`src/rtl/frame_ctrl_pkg.sv`:
```
// frame_ctrl_pkg: shared constants and FSM state encoding for the frame controller.
//   ScreenWDefault / ScreenHDefault : default visible screen size in pixels
//   TickCyclesDefault               : clock cycles per frame (50 MHz / 60 Hz)
//   ColourW / CoordW                : pixel colour and coordinate widths
//   state_e                         : frame controller FSM states
package frame_ctrl_pkg;

   localparam int unsigned ScreenWDefault    = 160;
   localparam int unsigned ScreenHDefault    = 120;
   localparam int unsigned TickCyclesDefault = 833334;
   localparam int unsigned ColourW           = 3;
   localparam int unsigned CoordW            = 8;

   typedef enum logic [2:0] {
      StIdle     = 3'd0,
      StClear    = 3'd1,
      StDrawGo   = 3'd2,
      StDrawWait = 3'd3,
      StWaitTick = 3'd4
   } state_e;

endpackage

```
`src/rtl/frame_ctrl_tick.sv`:
```
// frame_tick_gen: free-running frame period counter.
//   clock      in  system clock
//   resetn     in  synchronous active-low reset (counter to 0)
//   frame_tick out one-cycle pulse while the counter sits at TICK_CYCLES-1
module frame_tick_gen #(
   parameter int unsigned TICK_CYCLES = 833334
) (
   input  logic clock,
   input  logic resetn,
   output logic frame_tick
);

   localparam int unsigned CntW = (TICK_CYCLES > 1) ? $clog2(TICK_CYCLES) : 1;
   localparam logic [CntW-1:0] CntLast = CntW'(TICK_CYCLES - 1);

   logic [CntW-1:0] cnt_q, cnt_d;

   always_comb begin
      cnt_d = (cnt_q == CntLast) ? '0 : cnt_q + 1'b1;
   end

   always_ff @(posedge clock) begin
      if (!resetn) begin
         cnt_q <= '0;
      end else begin
         cnt_q <= cnt_d;
      end
   end

   assign frame_tick = (cnt_q == CntLast);

endmodule

```
`src/rtl/frame_ctrl.sv`:
```
// frame_ctrl: per-frame sequencer for a VGA pixel adapter. Each frame clears the screen
// to BG_COLOUR by raster scan, starts an external shape drawer, forwards its pixels, then
// waits for the next frame tick. Ticks that land while a frame is still busy are kept as
// a single pending start and flagged through the sticky overrun output.
//   clock, resetn          clock and synchronous active-low reset
//   enable                 run frames while high (a started frame always completes)
//   draw_done              drawer finished (single-cycle pulse)
//   draw_x/y/colour/plot   drawer pixel stream, forwarded while drawing
//   draw_go                start pulse to the drawer
//   out_x/y/colour, plot   pixel write port to the VGA adapter
//   frame_tick             one-cycle pulse every TICK_CYCLES cycles
//   overrun                sticky: a frame outlasted one tick period
module frame_ctrl
   import frame_ctrl_pkg::*;
#(
   parameter int unsigned        SCREEN_W    = ScreenWDefault,
   parameter int unsigned        SCREEN_H    = ScreenHDefault,
   parameter int unsigned        TICK_CYCLES = TickCyclesDefault,
   parameter logic [ColourW-1:0] BG_COLOUR   = 3'b000
) (
   input  logic               clock,
   input  logic               resetn,
   input  logic               enable,
   input  logic               draw_done,
   input  logic [CoordW-1:0]  draw_x,
   input  logic [CoordW-1:0]  draw_y,
   input  logic [ColourW-1:0] draw_colour,
   input  logic               draw_plot,
   output logic               draw_go,
   output logic [CoordW-1:0]  out_x,
   output logic [CoordW-1:0]  out_y,
   output logic [ColourW-1:0] out_colour,
   output logic               plot,
   output logic               frame_tick,
   output logic               overrun
);

   localparam logic [CoordW-1:0] XLast = CoordW'(SCREEN_W - 1);
   localparam logic [CoordW-1:0] YLast = CoordW'(SCREEN_H - 1);

   state_e             state_q, state_d;
   logic [CoordW-1:0]  x_q, x_d;
   logic [CoordW-1:0]  y_q, y_d;
   logic               pending_q, pending_d;
   logic               overrun_q, overrun_d;
   logic               in_frame;

   frame_tick_gen #(
      .TICK_CYCLES(TICK_CYCLES)
   ) u_tick (
      .clock      (clock),
      .resetn     (resetn),
      .frame_tick (frame_tick)
   );

   always_comb begin
      state_d   = state_q;
      x_d       = x_q;
      y_d       = y_q;
      pending_d = pending_q;
      overrun_d = overrun_q;
      in_frame  = (state_q == StClear) || (state_q == StDrawGo) || (state_q == StDrawWait);

      // A tick while the frame is still busy becomes one pending start.
      if (frame_tick && in_frame) begin
         pending_d = 1'b1;
         overrun_d = 1'b1;
      end

      unique case (state_q)
         StIdle: begin
            if (enable) state_d = StClear;
         end
         StClear: begin
            if (x_q == XLast) begin
               x_d = '0;
               if (y_q == YLast) begin
                  y_d     = '0;
                  state_d = StDrawGo;
               end else begin
                  y_d = y_q + 1'b1;
               end
            end else begin
               x_d = x_q + 1'b1;
            end
         end
         StDrawGo: begin
            state_d = StDrawWait;
         end
         StDrawWait: begin
            if (draw_done) state_d = StWaitTick;
         end
         StWaitTick: begin
            // The pending start is used up on the first WAIT_TICK cycle.
            pending_d = 1'b0;
            if (!enable) begin
               state_d = StIdle;
            end else if (frame_tick || pending_q) begin
               state_d = StClear;
            end
         end
         default: begin
            state_d = StIdle;
         end
      endcase
   end

   always_ff @(posedge clock) begin
      if (!resetn) begin
         state_q   <= StIdle;
         x_q       <= '0;
         y_q       <= '0;
         pending_q <= 1'b0;
         overrun_q <= 1'b0;
      end else begin
         state_q   <= state_d;
         x_q       <= x_d;
         y_q       <= y_d;
         pending_q <= pending_d;
         overrun_q <= overrun_d;
      end
   end

   // Outputs decode from registered state; only DRAW_WAIT passes the drawer straight through.
   always_comb begin
      draw_go    = 1'b0;
      plot       = 1'b0;
      out_x      = '0;
      out_y      = '0;
      out_colour = '0;
      case (state_q)
         StClear: begin
            plot       = 1'b1;
            out_x      = x_q;
            out_y      = y_q;
            out_colour = BG_COLOUR;
         end
         StDrawGo: begin
            draw_go = 1'b1;
         end
         StDrawWait: begin
            plot       = draw_plot;
            out_x      = draw_x;
            out_y      = draw_y;
            out_colour = draw_colour;
         end
         default: begin
         end
      endcase
   end

   assign overrun = overrun_q;

endmodule

```
`config.mk`:
```
export PLATFORM = sky130hd
export DESIGN_NAME = frame_ctrl
export DESIGN_NICKNAME = d
export VERILOG_FILES = /design/src/rtl/frame_ctrl_pkg.sv /design/src/rtl/frame_ctrl_tick.sv /design/src/rtl/frame_ctrl.sv
export SDC_FILE = /design/constraint.sdc
export NUM_CORES = 1
export LEC_CHECK = 0
export ABC_CLOCK_PERIOD_IN_PS = 1800
export CORE_MARGIN = 10
export CORE_UTILIZATION = 45
export DETAILED_ROUTE_END_ITERATION = 16
export PLACE_DENSITY = 0.72
export RECOVER_POWER = 25
export SYNTH_ARGS = -nofsm -noshare
export SYNTH_HDL_FRONTEND = slang
export SYNTH_SLANG_ARGS = --single-unit
```
`constraint.sdc`:
```
create_clock -name clock -period 1.8 [get_ports clock]
set_input_delay 0.27 -clock clock [delete_from_list [all_inputs] [get_ports clock]]
set_output_delay 0.27 -clock clock [all_outputs]
set_load 0.005 [all_outputs]
```
; ---- Word-level counts from Yosys, hierarchy flattened
; Index checks and enable logic that the tools add are counted.
[word_totals]
reg_bits = 41
input_bits = 24
word_cells = 45
[classes]
addsub = 3
n_eq_ne = 12
n_mux = 14
n_bitwise = 1
n_reduce_logical = 9
[ops]
columns = op, count
row1 = 8-bit one-hot mux with 2 select lines, 2
row2 = 3-bit 2-to-1 mux, 7
row3 = "20-bit by 1-bit adder with 20-bit output, second input constant", 1
row4 = "20-bit == test, second input constant", 1
row5 = "8-bit by 1-bit adder with 8-bit output, second input constant", 2
row6 = 8-bit 2-to-1 mux, 2
row7 = 3-bit one-hot mux with 5 select lines, 1
row8 = "8-bit by 7-bit == test with 1-bit output, second input constant", 1
row9 = "8-bit == test, second input constant", 1
row10 = "3-bit by 2-bit == test with 1-bit output, second input constant", 2
row11 = 5-bit AND reduction, 1
row12 = "2-bit by 1-bit inequality test with 1-bit output, second input constant", 2
row13 = "2-bit inequality test, second input constant", 2
row14 = 2-bit OR reduction, 2
row15 = "3-bit by 1-bit == test with 1-bit output, second input constant", 1
row16 = "3-bit == test, second input constant", 1
row17 = 3-bit logical NOT, 1
row18 = 1-bit logical OR, 3
row19 = "3-bit inequality test, second input constant", 1
row20 = 1-bit one-hot mux with 2 select lines, 1
row21 = 2-bit AND reduction, 1
row22 = 1-bit logical AND, 1
row23 = 1-bit 2-to-1 mux, 1
row24 = 1-bit NOT, 1

; ---- Depth between registers and ports, before layout
[depth]
ltp_word = 5
mapped_depth = 7
depth_no_buf = 6

; ---- By module
; Synthesis repeated with hierarchy kept, for this count alone.
[unflattened]
cells_unflattened = 255
area_unflattened_um2 = 2242.2
[modules_own_cells]
columns = mod, instances, cells_per_inst, area_each_um2, seq_area_each_um2
row1 = frame_ctrl, 1, 149, 1296.2, 420.4
row2 = frame_tick_gen, 1, 106, 945.9, 400.4

; ---- Worst setup path after synthesis
; OpenSTA, ideal clock, no wires.
[synth_timing]
kind = flip-flop to flip-flop
start = reg state_q[1]
end = reg y_q[6]
arrival_ps = 1669
t_required_ps = 1680
setup_slack_ps = 12
path_stages_with_launch = 8
path_buffers = 2
synth_period_minus_slack_ps = 1788
path_cell_list = dfxtp_1 -> buf_6 -> or3b_1 -> buf_2 -> or3_4 -> nor3_2 -> xnor2_1 -> nor2_2
[synth_via]
elab_chain_len = 2
[synth_rtl]
columns = item, line
row1 = start: declaration, frame_ctrl.sv:41  ; state_e state_q, state_d;
row2 = start signal: assignment, frame_ctrl.sv:110  ; state_q <= StIdle;
row3 = start signal: assignment, frame_ctrl.sv:116  ; state_q <= state_d;
row4 = 3-bit by 1-bit == test with 1-bit output, frame_ctrl.sv:70  ; unique case (state_q)
row5 = 2-bit AND reduction (no line), -
row6 = end signal: assignment, frame_ctrl.sv:118  ; y_q <= y_d;
row7 = end: declaration, frame_ctrl.sv:43  ; logic [CoordW-1:0] y_q, y_d;
; No other way between the ends.
; A chain may end at the register's enable or synchronous reset.

; ---- Final worst setup path
[layout_timing]
start = reg state_q[2]
end = out out_x[2]
[layout_via]
elab_chain_len = 2
elab_cells_between_ends = 3
[layout_rtl]
columns = item, line
row1 = 3-bit by 2-bit == test with 1-bit output / 3-bit by 1-bit == test with 1-bit output (equally long branches), frame_ctrl.sv:131  ; case (state_q)
row2 = 8-bit one-hot mux with 2 select lines *, frame_ctrl.sv:131
row3 = end: declaration, frame_ctrl.sv:30  ; output logic [CoordW-1:0] out_x,
; Every way passes the cells marked *; elsewhere a longest branch is shown, timed or not.

==> run summary <==
Layout cells sized above 1: 29.6%
Crit-path max FO: 6
Async set-reset flop share out of synthesis: 0%
Post-cts hold buffer count: 0
FMAX: 539 MHz
Failing checks: setup timing
Vias in the first global route: 2,025
H-tree Lvls: 2
Netlist cell types: 42
Area of the mapped netlist: 0.00209 mm2
Post-synth top area share: 39.3%
Iter 0 DRT Violations: 75
Cells on worst reg2reg path: 6
Initial antenna violation count: 0
Fin worst setup slack: -56.9 ps
Register area share after synthesis: 39.3%
Area of placed instances: 0.00287 mm2
DRC Markers: 0
Final hold vios: 0
Core area: 0.00441 mm2
Fillers: 349
RSZ-0062 raised after global routing: true
Max-capacitance violation count: 0
Synth top cells by count: 41 x dfxtp_1, 33 x nor2_1, 22 x nand2_1, 20 x xor2_1, 16 x a22o_1
Synth Instances: 240
N_diodes: 0
Die height: 88.2 um
Total Wirelength: 6.25 mm
Via count: 2,066
Worst hold path stage count: 1
Top Ports: 47
Clock Sinks: 41
Tot GR Track Use: 15.3%
CTS Buf Count: 5
Period utilization: 103%
CP Data Required Time: 1530 ps
First-pass GRT wire length: 9.71 mm
PD cells: 905 mW/mm2
Endpoint class of the critical path: output pin
Worst slew margin: 75.0%
Pre-Repair DR Iteration Count: 4
Gr ovfl total: 0
VDD IR max: 0.666 mV
Startpoint types: register
Initial Utilization: 47.4%
CTS tree: built
Post-route cell area: 0.00321 mm2
Skew-Pair Late Insertion Delay: 290 ps
Warnings, synthesis: 0
Clk slew on worst S/H paths: 80 ps
Synth area leader: dfxtp_1
Fin. max-slew vios: 0
Post-route ant nets: 0
Clk buf depth: 2
Gp weighted congestion: 0.840
Worst clock skew: 4.54 ps
Number of synthesized flops with an enable pin: 0
Die W: 88.2 um
Syn avg cell area: 8.71 um2
Fin nets: 362
Worst Path Arrival: 1590 ps
WL/cell: 16.1 um
Die area: 0.00777 mm2
#FFs+latches synth: 41
Worst setup path class: register to output pin
Leakage power: 0.00139 uW
Synth Flop Type: dfxtp_1
Total negative setup slack: -63.1 ps
DP HPWL: 4.02 mm
Net count after synthesis: 268
Total power: 2900 uW
Min cycle time layout: 1860 ps
Synth top area cells: dfxtp_1 39%, xor2_1 8.4%, a22o_1 6.7%, nor2_1 5.9%, nand4_1 4.2%
Min-Delay Path Class: register to register
Slew @ Worst Pin: 371 ps
Run status: finished with violations
CTS Root Cell: clkbuf_8
Final setup violation count: 2
Site Rows: 24
Largest net degree at the start of global routing: 18
Post-place setup slack: -112 ps
Vias per inst: 5.34
Top-count cell post-synth: dfxtp_1
Layout area overhead: 53.4%
Port buffer count: 46
-- worst paths after layout --
path	slack, ps	end	from
worst max-delay path	-60	out_x[2]	state_q[2]
worst min-delay path	470	overrun	overrun
worst max register to register	-10	y_q[6]	state_q[2]
worst min register to register	470	overrun	overrun
-- layout make-up --
class                   count  area (um2)  share of cell area [%]
clock buffers               5        68.8                    2.15
clock inverters             3        65.1                    2.03
inverters                   4        15.0                   0.468
multi-input cells         184        1310                    40.7
flip-flops and latches     41         830                    25.9
well taps                  52        65.1                    2.03
repair buffers             98         858                    26.8
-- stage by stage --
step	instances	hold WS, ps	util, %
floorplan	240	445	-
global placement	364	460	65.0
detailed placement	364	458	65.0
CTS	383	482	70.4
global route	387	512	72.6
finish	387	470	72.6
-- placed cells by master (no fill, tap or decap), drive strengths merged, types with 3 or more instances in the layout --
| cell | instances |
|---|---|
| a21boi | 3 |
| a22o | 16 |
| and2 | 6 |
| and3 | 7 |
| buf | 69 |
| clkbuf | 6 |
| clkdlybuf4s50 | 24 |
| dfxtp | 41 |
| ha | 4 |
| inv | 4 |
| nand2 | 22 |
| nand3 | 7 |
| nand4 | 14 |
| nor2 | 34 |
| nor3 | 4 |
| nor3b | 3 |
| nor4 | 3 |
| o21ai | 8 |
| xnor2 | 10 |
| xor2 | 20 |
-- cell families (layout without fill, tap and decap cells) --
family	Yosys count	in the layout	synth area share, %
simple gates	116	116	29.6
xor+xnor	30	30	12.6
mux	2	2	0.958
buf+inv	15	110	3.41
flops	41	41	39.3
compound gates	32	32	11.8
fa+ha+maj	4	4	2.39
-- critical path: stages, from the launching register on --
cell and delay, ps:
dfxtp_4 370, buf_6 120, nor3b_4 190, buf_6 150, buf_12 120, buf_6 90
a22o_1 140, buf_2 120
-- flip-flops by register name (all words and copies together) (netlist names) --
name	flops
y_q	8
pending_q	1
u_tick.cnt_q	20
x_q	8
state_q	3
overrun	1
-- where the power goes --
part,leakage (uW),total [uW],internal (uW),switching (uW)
logic,0.000984,1020,601,423
clock network,0.0000681,880,551,328
registers,0.000333,997,956,41.3
total,0.00139,2900,2110,793
-- timing repair --
item,CTS,global route
setup buffers,8,6
setup endpoints to repair,22,47
gates resized for setup,85,26
pin swaps,2,25
gates cloned,3,0
-- per-layer routing --
metal / track usage [%] / up-vias / share of wire, %
met4: 3.85 / 0 / 1.0
met2: 24.9 / 41 / 51
met5: 0 / - / 0
li1: - / 1029 / -
met1: 19.8 / 992 / 43
met3: 3.71 / 4 / 5.0
Power figures use the tool's default switching activity.
